## config.mk

```make
export PLATFORM = sky130hd
export DESIGN_NAME = m_serial_subtractor
export DESIGN_NICKNAME = d
export VERILOG_FILES = /design/src/rtl/m_serial_subtractor.sv
export SDC_FILE = /design/constraint.sdc
export NUM_CORES = 1
export LEC_CHECK = 0
export CAP_MARGIN = 20
export CORE_ASPECT_RATIO = 0.6
export CORE_UTILIZATION = 56
export CTS_BUF_LIST = sky130_fd_sc_hd__clkbuf_8
export DETAILED_ROUTE_END_ITERATION = 16
export PLACE_DENSITY_LB_ADDON = 0.25
export SYNTH_ARGS = -nofsm -noshare
export SYNTH_HDL_FRONTEND = slang
export SYNTH_SLANG_ARGS = --single-unit
```

## constraint.sdc

```tcl
create_clock -name MasterClock -period 5 [get_ports MasterClock]
set_input_delay 1 -clock MasterClock [delete_from_list [all_inputs] [get_ports MasterClock]]
set_output_delay 1 -clock MasterClock [all_outputs]
set_load 0.02 [all_outputs]
```

## src/rtl/m_serial_subtractor.sv

```systemverilog
// Nibble-serial subtract-with-borrow engine: Z = X - Y - BIN, one 4-bit slice per clock.
// Optional feature macro: SUB_SATURATE_EN (clamp an underflowing result to zero).
module m_serial_subtractor #(
  parameter int unsigned WIDTH = 16
) (
  input  logic             MasterClock,
  input  logic             RESET,
  input  logic             START,
  input  logic [WIDTH-1:0] X,
  input  logic [WIDTH-1:0] Y,
  input  logic             BIN,
  output logic             BUSY,
  output logic             DONE,
  output logic [WIDTH-1:0] Z,
  output logic             BOUT,
  output logic             ZERO
);

  localparam int unsigned NIBBLES = WIDTH / 4;
  localparam int unsigned IDX_W   = (NIBBLES > 1) ? $clog2(NIBBLES) : 1;

  localparam logic [0:0] ST_IDLE = 1'b0;
  localparam logic [0:0] ST_RUN  = 1'b1;

  logic [0:0]       state_q, state_d;
  logic [IDX_W-1:0] idx_q, idx_d;
  logic [WIDTH-1:0] x_q, x_d;
  logic [WIDTH-1:0] y_q, y_d;
  logic             b_q, b_d;
  logic [WIDTH-1:0] z_q, z_d;
  logic             busy_q, busy_d;
  logic             done_q, done_d;
  logic             bout_q, bout_d;
  logic             zero_q, zero_d;

  logic [3:0]       x_nib_c;
  logic [3:0]       y_nib_c;
  logic [4:0]       diff_c;
  logic [WIDTH-1:0] z_slice_c;

  // One 5-bit slice subtract; bit 4 of the difference is the outgoing borrow.
  always_comb begin
    state_d = state_q;
    idx_d   = idx_q;
    x_d     = x_q;
    y_d     = y_q;
    b_d     = b_q;
    z_d     = z_q;
    busy_d  = busy_q;
    done_d  = 1'b0;
    bout_d  = bout_q;
    zero_d  = zero_q;

    x_nib_c   = x_q[{idx_q, 2'b00} +: 4];
    y_nib_c   = y_q[{idx_q, 2'b00} +: 4];
    diff_c    = {1'b0, x_nib_c} - {1'b0, y_nib_c} - {4'b0000, b_q};
    z_slice_c = z_q;
    z_slice_c[{idx_q, 2'b00} +: 4] = diff_c[3:0];

    case (state_q)
      ST_IDLE: begin
        if (START) begin
          x_d     = X;
          y_d     = Y;
          b_d     = BIN;
          idx_d   = '0;
          busy_d  = 1'b1;
          state_d = ST_RUN;
        end
      end
      ST_RUN: begin
        z_d   = z_slice_c;
        b_d   = diff_c[4];
        idx_d = idx_q + IDX_W'(1);
        if (idx_q == IDX_W'(NIBBLES - 1)) begin
          bout_d  = diff_c[4];
          zero_d  = (z_slice_c == '0);
          done_d  = 1'b1;
          busy_d  = 1'b0;
          idx_d   = '0;
          state_d = ST_IDLE;
`ifdef SUB_SATURATE_EN
          if (diff_c[4]) begin
            z_d    = '0;
            zero_d = 1'b1;
          end
`endif
        end
      end
      default: state_d = ST_IDLE;
    endcase
  end

  always_ff @(posedge MasterClock) begin
    if (RESET) begin
      state_q <= ST_IDLE;
      idx_q   <= '0;
      x_q     <= '0;
      y_q     <= '0;
      b_q     <= 1'b0;
      z_q     <= '0;
      busy_q  <= 1'b0;
      done_q  <= 1'b0;
      bout_q  <= 1'b0;
      zero_q  <= 1'b0;
    end else begin
      state_q <= state_d;
      idx_q   <= idx_d;
      x_q     <= x_d;
      y_q     <= y_d;
      b_q     <= b_d;
      z_q     <= z_d;
      busy_q  <= busy_d;
      done_q  <= done_d;
      bout_q  <= bout_d;
      zero_q  <= zero_d;
    end
  end

  assign BUSY = busy_q;
  assign DONE = done_q;
  assign Z    = z_q;
  assign BOUT = bout_q;
  assign ZERO = zero_q;

endmodule

```

* Word-level counts from Yosys, hierarchy flattened *
Cells that the tools add are included.
Widths: inputs -> output; s select.

storage, ports and cells
  register bits after elaboration = 56
  latch bits = 0
  RAM bits = 0
  ROM bits = 0
  input port bits = 36
  output and inout port bits = 20
  memories kept = 0

cells by class
  add/subtract/negate cells = 4
  multiply operators = 0
  div/mod/pow operators = 0
  order comparisons = 0
  equal/unequal tests = 3
  shifts and indexed selects = 4
  mux-type cells = 13
  bitwise gates (word level) = 1
  reduce and logical (&&, ||, !) cells = 5

operators by type and width
  kind                    count
  $shiftx 16x5->4         2
  $bwmux 16               1
  $logic_not 16->1        1
  $shift 4x6->16 const A  1
  $shiftx 4x6->16         1
  $mux 1                  6
  $neg 4->6               1
  $pmux 1 s2              3
  $reduce_and 2->1        3
  $sub 4x4->5             1
  $sub 5x1->5             1
  $mux 2                  2
  $pmux 2 s2              1
  $add 2x1->2 const B     1
  $eq 2x2->1 const B      1
  $ne 2x1->1 const B      1
  $ne 2x2->1 const B      1
  $reduce_or 2->1         1
  $not 1->1               1

* Logic depth before layout (Yosys ltp) *
Gate-level depths: netlist of run 1.

  depth in word-level cells = 6
  depth in mapped cells = 10
  mapped depth without buffers = 9

* Worst setup path before layout of run 1 *
No wires, ideal clock.

  path kind = reg2reg
  from = register idx_q[0]
  to = register zero_q, in the netlist ZERO
  arrival = 2.670 ns
  data required time = 4.904 ns
  slack = 2.234 ns
  stages on the path, launching flop included = 8
  cells stage by stage = dfxtp_1 buf_4 mux4_2 fa_1 fa_1 a21oi_1 nand4b_1 o41ai_2

on the way
  cells in the longest elaborated chain, start to end = 6
  elaborated cells on any way between the ends = 11
  those cells by class = 3 x add/sub; 1 x eq/ne; 4 x shift; 1 x mux; 2 x reduce/logical

RTL lines
  what                                line    RTL
  start, declared                     26      logic [IDX_W-1:0] idx_q, idx_d;
  start signal, assigned              108     idx_q <= idx_d;
  $shiftx 16x5->4 (on tied branches)  54, 55
  $sub 4x4->5                         56      diff_c = {1'b0, x_nib_c} - {1'b0, y_nib_c} - {4'b0000, b_q};
  $sub 5x1->5                         56
  $shiftx 4x6->16                     58      z_slice_c[{idx_q, 2'b00} +: 4] = diff_c[3:0];
  $bwmux 16                           58
  $logic_not 16->1                    77      zero_d = (z_slice_c == '0);
  end signal, assigned                116     zero_q <= zero_d;
  end, declared                       34      logic zero_q, zero_d;

Several ways; a longest one is shown, not always the timed one.
A chain may end at the register's enable or synchronous reset.

* Final worst setup path of run 1 *
Ends and elaborated chain as after synthesis.

==> results of run 1 <==
==> sequential cells by signal (all words and copies together) (netlist names) <==
name	cells
ZERO	1
b_q	1
Z	16
x_q	16
state_q	1
BUSY	1
DONE	1
idx_q	2
BOUT	1
y_q	16
==> cell type report <==
| cell class | instances | area [µm²] |
|---|---|---|
| Clock inverter | 2 | 11.3 |
| Multi-Input combinational cell | 210 | 1320 |
| Inverter | 11 | 41.3 |
| Sequential cell | 56 | 1120 |
| Tap cell | 60 | 75.1 |
| Fill cell | 332 | 1010 |
| Clock buffer | 6 | 82.6 |
| Timing Repair Buffer | 57 | 576 |
==> layout by cell type (no fill, tap or decap), types with 2 or more instances in the layout <==
cell,n
clkdlybuf4s50_1,54
o21ai_0,5
buf_8,2
xnor2_1,2
inv_1,12
nand2_1,73
a22oi_1,4
a211oi_1,3
nand3b_1,5
nand2b_1,6
nor2_1,21
mux4_2,8
a21oi_1,40
nor3_1,4
a32oi_1,7
fa_1,2
clkbuf_8,6
nor4_1,3
ha_1,10
dfxtp_1,56
==> routing by layer <==
layer | share of wire (%) | wire [µm] | global-route usage, %
met4 | 0.20 | 12 | 3.97
met2 | 42 | 2600 | 38.8
met3 | 7.3 | 447 | 5.73
met5 | 0 | 0 | 0
met1 | 50 | 3060 | 42.2
==> where the power goes <==
group	total [W]	internal [W]	switching (W)	leakage (nW)
clock	0.000250	0.000111	0.000139	0.0486
sequential	0.000487	0.000467	0.0000200	0.458
combinational	0.000185	0.0000892	0.0000957	0.641
==> worst min-delay path: stages (launching register included) <==
cell and delay [ps]:
dfxtp_1 320, nand2_1 50, a21oi_1 50
==> synthesized netlist by cell type, types with 2 or more instances <==
master | instances | share of area, %
a211oi_1 | 3 | 0.88
a21oi_1 | 40 | 7.9
a22oi_1 | 4 | 1.2
a32oi_1 | 7 | 2.4
clkbuf_1 | 15 | 2.2
dfxtp_1 | 56 | 44
fa_1 | 2 | 1.6
ha_1 | 10 | 4.9
inv_1 | 11 | 1.6
mux4_2 | 8 | 7.1
nand2_1 | 73 | 11
nand2b_1 | 6 | 1.5
nand3b_1 | 5 | 1.5
nor2_1 | 21 | 3.1
nor2b_1 | 2 | 0.49
nor3_1 | 4 | 0.79
nor4_1 | 3 | 0.74
o21ai_0 | 5 | 0.98
xnor2_1 | 2 | 0.69
==> worst min path at each step <==
stage,slack (ps),start,cells after the start,end
floorplan,430,x_q[10],2,x_q[10]
global placement,440,x_q[5],2,x_q[5]
detailed placement,440,y_q[9],2,y_q[9]
CTS,460,y_q[9],2,y_q[9]
global route,480,x_q[0],2,x_q[0]
finish,460,y_q[9],2,y_q[9]
==> metrics by stage <==
step                      hold slack, ps  setup WS, ps
final                                459          1690
after floorplan                      433          2230
after global placement               442          1860
after CTS                            458          1710
after global routing                 483          1470
after detailed placement             445          1750
==> cell families after synthesis <==
logic type	Yosys count	synth area share [%]
buf+inv	29	4.47
mux	8	7.07
compound gates	69	16.8
fa+ha+maj	12	6.48
flops	56	44.0
simple gates	118	20.1
xor+xnor	3	1.03
==> summary.md, run 1 <==
| Metric | Value |
|---|---|
| Status | `complete, no violations` |
| Synth cell types | `37` |
| Die extent in y | `54.3 µm` |
| First-pass GRT wire length | `9630 µm` |
| Final std cells w/o fill | `402` |
| Fin Setup TNS | `0 ps` |
| Worst r2r src | `idx_q[0]` |
| H-tree depth | `2` |
| Crit path largest cell delay | `850 ps` |
| Placed Area | `3100 µm²` |
| Bufs and invs on worst path | `0` |
| DRC Markers | `0` |
| Post-CTS Resized | `0` |
| Fmax | `302 MHz` |
| Syn_nets | `343` |
| Initial DRC Count | `153` |
| Worst path top cell family by delay | `adder cells` |
| Minimum clock period | `3310 ps` |
| Setup Fix Bufs, Post-CTS | `0` |
| DR pass1 iterations | `4` |
| Max Buffers Root-to-Sink | `2` |
| CP arrival | `3510 ps` |
| Root buffer cell | `clkbuf_8` |
| Clk_lat worst skew | `300 ps` |
| Initial antenna violation count | `0` |
| Vias | `2305` |
| CTS tree | `yes` |
| Grt ovf | `0` |
| RSZ-0062 raised after global routing | `false` |
| Hold Path Class | `register to register` |
| PD cells | `286 nW/µm²` |
| Via density per instance | `5.73` |
| Critical path class | `register to register` |
| CP Capture Type | `register` |
| R2R setup slack | `1690 ps` |
| Area growth syn-to-layout | `26.5%` |
| Clock Skew | `8.23 ps` |
| Worst Setup SP | `idx_q[0]` |
| Chip width | `89.1 µm` |
| Number of global-route vias before repair | `2022` |
| Layout cell share with drive strength beyond 1 | `6.73%` |
| Worst slew pin tran | `964 ps` |
| CP max stage cell | `dfxtp_1` |
| Routed Antenna Nets | `0` |
| WP data required | `5200 ps` |
| Fin. max-slew vios | `0` |
| Main synth FF type | `dfxtp_1` |
| # setup viols final | `0` |
| I/O pin total | `56` |
| Cell Chain, Critical Path | `mux4_2 > fa_1 > fa_1 > a21oi_1 > nand4b_1 > o41ai_2` |
| Synthesis-stage register bit count | `56` |
| Buffers on Ports | `55` |
| Pwr Total | `0.000922 W` |
| Register clock-pin slew on the reported worst setup and hold paths | `100 ps` |
| CP Capture Point | `ZERO` |
| Final WL | `6120 µm` |
| Final hold violation count | `0` |
| Die ar. | `4830 µm²` |
| DP Wirelength | `4400 µm` |
| Fraction of registers with async set or reset after synthesis | `0%` |
| Core area | `4230 µm²` |
| TritonCTS Buffers | `5` |
| Layout Nets | `389` |
| Syn Inst Count | `295` |
| Cell total after placement | `392` |
| Cell mode on critical path | `fa_1` |
| Syn. warnings | `0` |
| Period utilisation layout | `66.3%` |
| Netlist Area Pre-Place | `2550 µm²` |
| Post-DR wirelength/cell | `15.2 µm` |
| Antenna cell count | `0` |
| Design Area, Final | `3220 µm²` |
| VDD IR-drop max | `144 µV` |
| Clock sinks | `56` |
| MaxCap Viol Count | `0` |
| GPL Wtd Cong | `0.912` |
| Post-Route Utilization | `76.1%` |
| Largest net degree at the start of global routing | `57` |
| RR Endpoint | `ZERO` |
| CP Max Fanout | `16` |
| Sequential element share of the synthesized area | `44.0%` |
| Levels on crit path | `6` |
| Row Count | `18` |
| Starting Density | `60.2%` |
| Post-synth EDFFs | `0` |
| GRT Util Overall | `27.0%` |
| Total leakage power | `1.15 nW` |
| Avg Cell Area, Syn | `8.64 µm²` |
| Rel. slew slack | `35.7%` |
| Crit start category | `register` |
| Worst R2R Path Depth | `6` |
| Post-CTS Hold Buffers | `0` |
(Power assumes the default switching activity.)
==> run 2: changes to the inputs <==
--- a/config.mk
+++ b/config.mk
@@ -7,7 +7,7 @@
 export LEC_CHECK = 0
 export CAP_MARGIN = 20
 export CORE_ASPECT_RATIO = 0.6
-export CORE_UTILIZATION = 56
+export CORE_UTILIZATION = 52
 export CTS_BUF_LIST = sky130_fd_sc_hd__clkbuf_8
 export DETAILED_ROUTE_END_ITERATION = 16
 export PLACE_DENSITY_LB_ADDON = 0.25
==> constraint.sdc (replaced) <==
create_clock -name MasterClock -period 3.2 [get_ports MasterClock]
set_input_delay 0.64 -clock MasterClock [delete_from_list [all_inputs] [get_ports MasterClock]]
set_output_delay 0.64 -clock MasterClock [all_outputs]
set_load 0.02 [all_outputs]
==> run 2 against run 1 <==
Compared with the run above: non-clock buffer count increased by 4; highest routed layer unchanged; clock skew decreased by 1.6 ps; combinational power increased by 59%; cell area increased by 1.1%; register-to-register slack got worse by 1400 ps; largest cell class unchanged; sequential cell count unchanged; sequential share of layout area decreased by 0.39 points; core utilization decreased by 5.8 points; via count decreased by 1.9%.
==> summary.md, run 2 (synthesized netlist as in run 1, its figures left out) <==
| Metric | Value |
|---|---|
| Status | `complete, no violations` |
| Clock Skew | `6.67 ps (-1.55 ps)` |
| Row Count | `19 (+1)` |
| TritonCTS Buffers | `5 (unchanged)` |
| Register area | `1120 µm² (unchanged)` |
| Die extent in y | `56.2 µm (+3.6%)` |
| Buffers on Ports | `55 (unchanged)` |
| Final WL | `5950 µm (-2.8%)` |
| Largest net degree at the start of global routing | `57 (unchanged)` |
| Initial DRC Count | `175 (+14%)` |
| Antenna cell count | `0 (unchanged)` |
| Core area | `4640 µm² (+9.5%)` |
| Layout cell share with drive strength beyond 1 | `8.09% (+1.4 points)` |
| Final hold violation count | `0 (unchanged)` |
| CP arrival | `3140 ps (-370 ps)` |
| Layout Nets | `393 (+1.0%)` |
| Post-CTS Hold Buffers | `0 (unchanged)` |
| Fin. max-slew vios | `0 (unchanged)` |
| Multi-input logic area | `1320 µm² (unchanged)` |
| Most common cell after layout, fill and taps aside | `nand2_1` |
| PD cells | `462 nW/µm² (+62%)` |
| CP Capture Type | `register` |
| Post-CTS Resized | `0 (unchanged)` |
| VDD IR-drop max | `274 µV (+90%)` |
| DR WL met3 | `482 µm (+7.8%)` |
| Fin Setup TNS | `0 ps (unchanged)` |
| Starting Density | `55.0% (-5.2 points)` |
| DR pass1 iterations | `5 (+1)` |
| Fmax | `341 MHz (+13%)` |
| Minimum clock period | `2930 ps (-386 ps)` |
| Hold Path Class | `register to register` |
| Initial antenna violation count | `0 (unchanged)` |
| Rel. slew slack | `34.6% (-1.2 points)` |
| Min Hold Slack | `462 ps (+3.50 ps)` |
| DP Wirelength | `4230 µm (-3.9%)` |
| Root buffer cell | `clkbuf_8` |
| Wl on met1 | `3000 µm (-2.1%)` |
| WP data required | `3420 ps (-1780 ps)` |
| Uppermost routed layer | `met4` |
| CTS tree | `yes` |
| Register clock-pin slew on the reported worst setup and hold paths | `100 ps (about the same)` |
| Clock sinks | `56 (unchanged)` |
| Fill cells | `385 (+16%)` |
| Period utilisation layout | `91.5% (+25 points)` |
| I/O pin total | `56 (unchanged)` |
| Max Buffers Root-to-Sink | `2 (unchanged)` |
| H-tree depth | `2 (unchanged)` |
| Total leakage power | `1.17 nW (+1.9%)` |
| GPL Wtd Cong | `0.878 (-3.8%)` |
| Post-DR wirelength/cell | `14.5 µm (-4.5%)` |
| Vias | `2262 (-1.9%)` |
| WL met2 | `2440 µm (-6.2%)` |
| First-pass GRT wire length | `9840 µm (+2.1%)` |
| Worst slew pin tran | `982 ps (+17.7 ps)` |
| DRC Markers | `0 (unchanged)` |
| Most frequent cells in the layout | `73 x nand2_1, 56 x dfxtp_1, 54 x clkdlybuf4s50_1, 40 x a21oi_1, 21 x nor2_1` |
| CP Max Fanout | `6 (-10)` |
| Grt ovf | `0 (unchanged)` |
| Crit start category | `register` |
| Via density per instance | `5.53 (-3.5%)` |
| Clk_lat worst skew | `310 ps (about the same)` |
| Area growth syn-to-layout | `27.9%` |
| Die ar. | `5190 µm² (+7.5%)` |
| # setup viols final | `0 (unchanged)` |
| Chip width | `92.4 µm (+3.7%)` |
| GRT Util Overall | `24.6% (-2.4 points)` |
| Setup Fix Bufs, Post-CTS | `0 (unchanged)` |
| Critical path class | `register to register` |
| Routed Antenna Nets | `0 (unchanged)` |
| MaxCap Viol Count | `0 (unchanged)` |
| Number of global-route vias before repair | `2052 (+1.5%)` |
| RSZ-0062 raised after global routing | `false` |
==> run 2: cell count changes in the layout (fill, tap and decap cells not counted), sizes merged <==
cell | previous run | this run
buf | 3 | 7
clkinv | 0 | 1
bufinv | 0 | 1
clkbuf | 6 | 5
inv | 12 | 11
==> run 2: path summary, 6_finish.rpt <==
kind / startpoint / cells past startpoint / to / slack (ps)
worst max-delay path: idx_q[0] / 6 / ZERO / 270
worst min-delay path: x_q[11] / 2 / x_q[11] / 460
worst max register to register: idx_q[0] / 6 / ZERO / 270
worst min register to register: x_q[11] / 2 / x_q[11] / 460
==> run 2: metrics by stage <==
| stage | worst slack [ps] | area [µm²] | utilization [%] | instances | total power (W) |
|---|---|---|---|---|---|
| after global routing | 124 | 3260 | 70.3 | 409 | 0.00157 |
| after floorplan | 434 | 2550 | - | 295 | 0.000950 |
| after global placement | 438 | 3150 | 67.9 | 401 | 0.00105 |
| after CTS | 281 | 3260 | 70.3 | 409 | 0.00151 |
| final | 272 | 3260 | 70.3 | 409 | 0.00151 |
| after detailed placement | 331 | 3150 | 67.9 | 401 | 0.00106 |
==> run 2: worst max-delay path: stages (launching register included) <==
cell and delay (ps):
dfxtp_1 530, mux4_2 580, fa_1 430, fa_1 620, a21oi_1 270, nand4b_1 140, o41ai_2 270
==> run 2: cell type report <==
cell class                 count  share of cell area, %
timing repair buffer          61                   18.1
inverter                      11                   1.27
tap                           63                   2.42
sequential                    56                   34.4
multi-input combinational    210                   40.4
clock inverter                 3                   1.31
clock buffer                   5                   2.11
==> run 2: metal layers <==
metal,GRT usage [%],vias to the layer above
met3,6.56,4
met5,0,-
met4,4.02,0
met1,37.6,1066
li1,-,1113
met2,34.9,79
==> run 2: where the power goes <==
group          switching, W  total (W)  internal (W)
sequential        0.0000214   0.000751      0.000730
combinational      0.000156   0.000295      0.000139
clock              0.000228   0.000460      0.000232
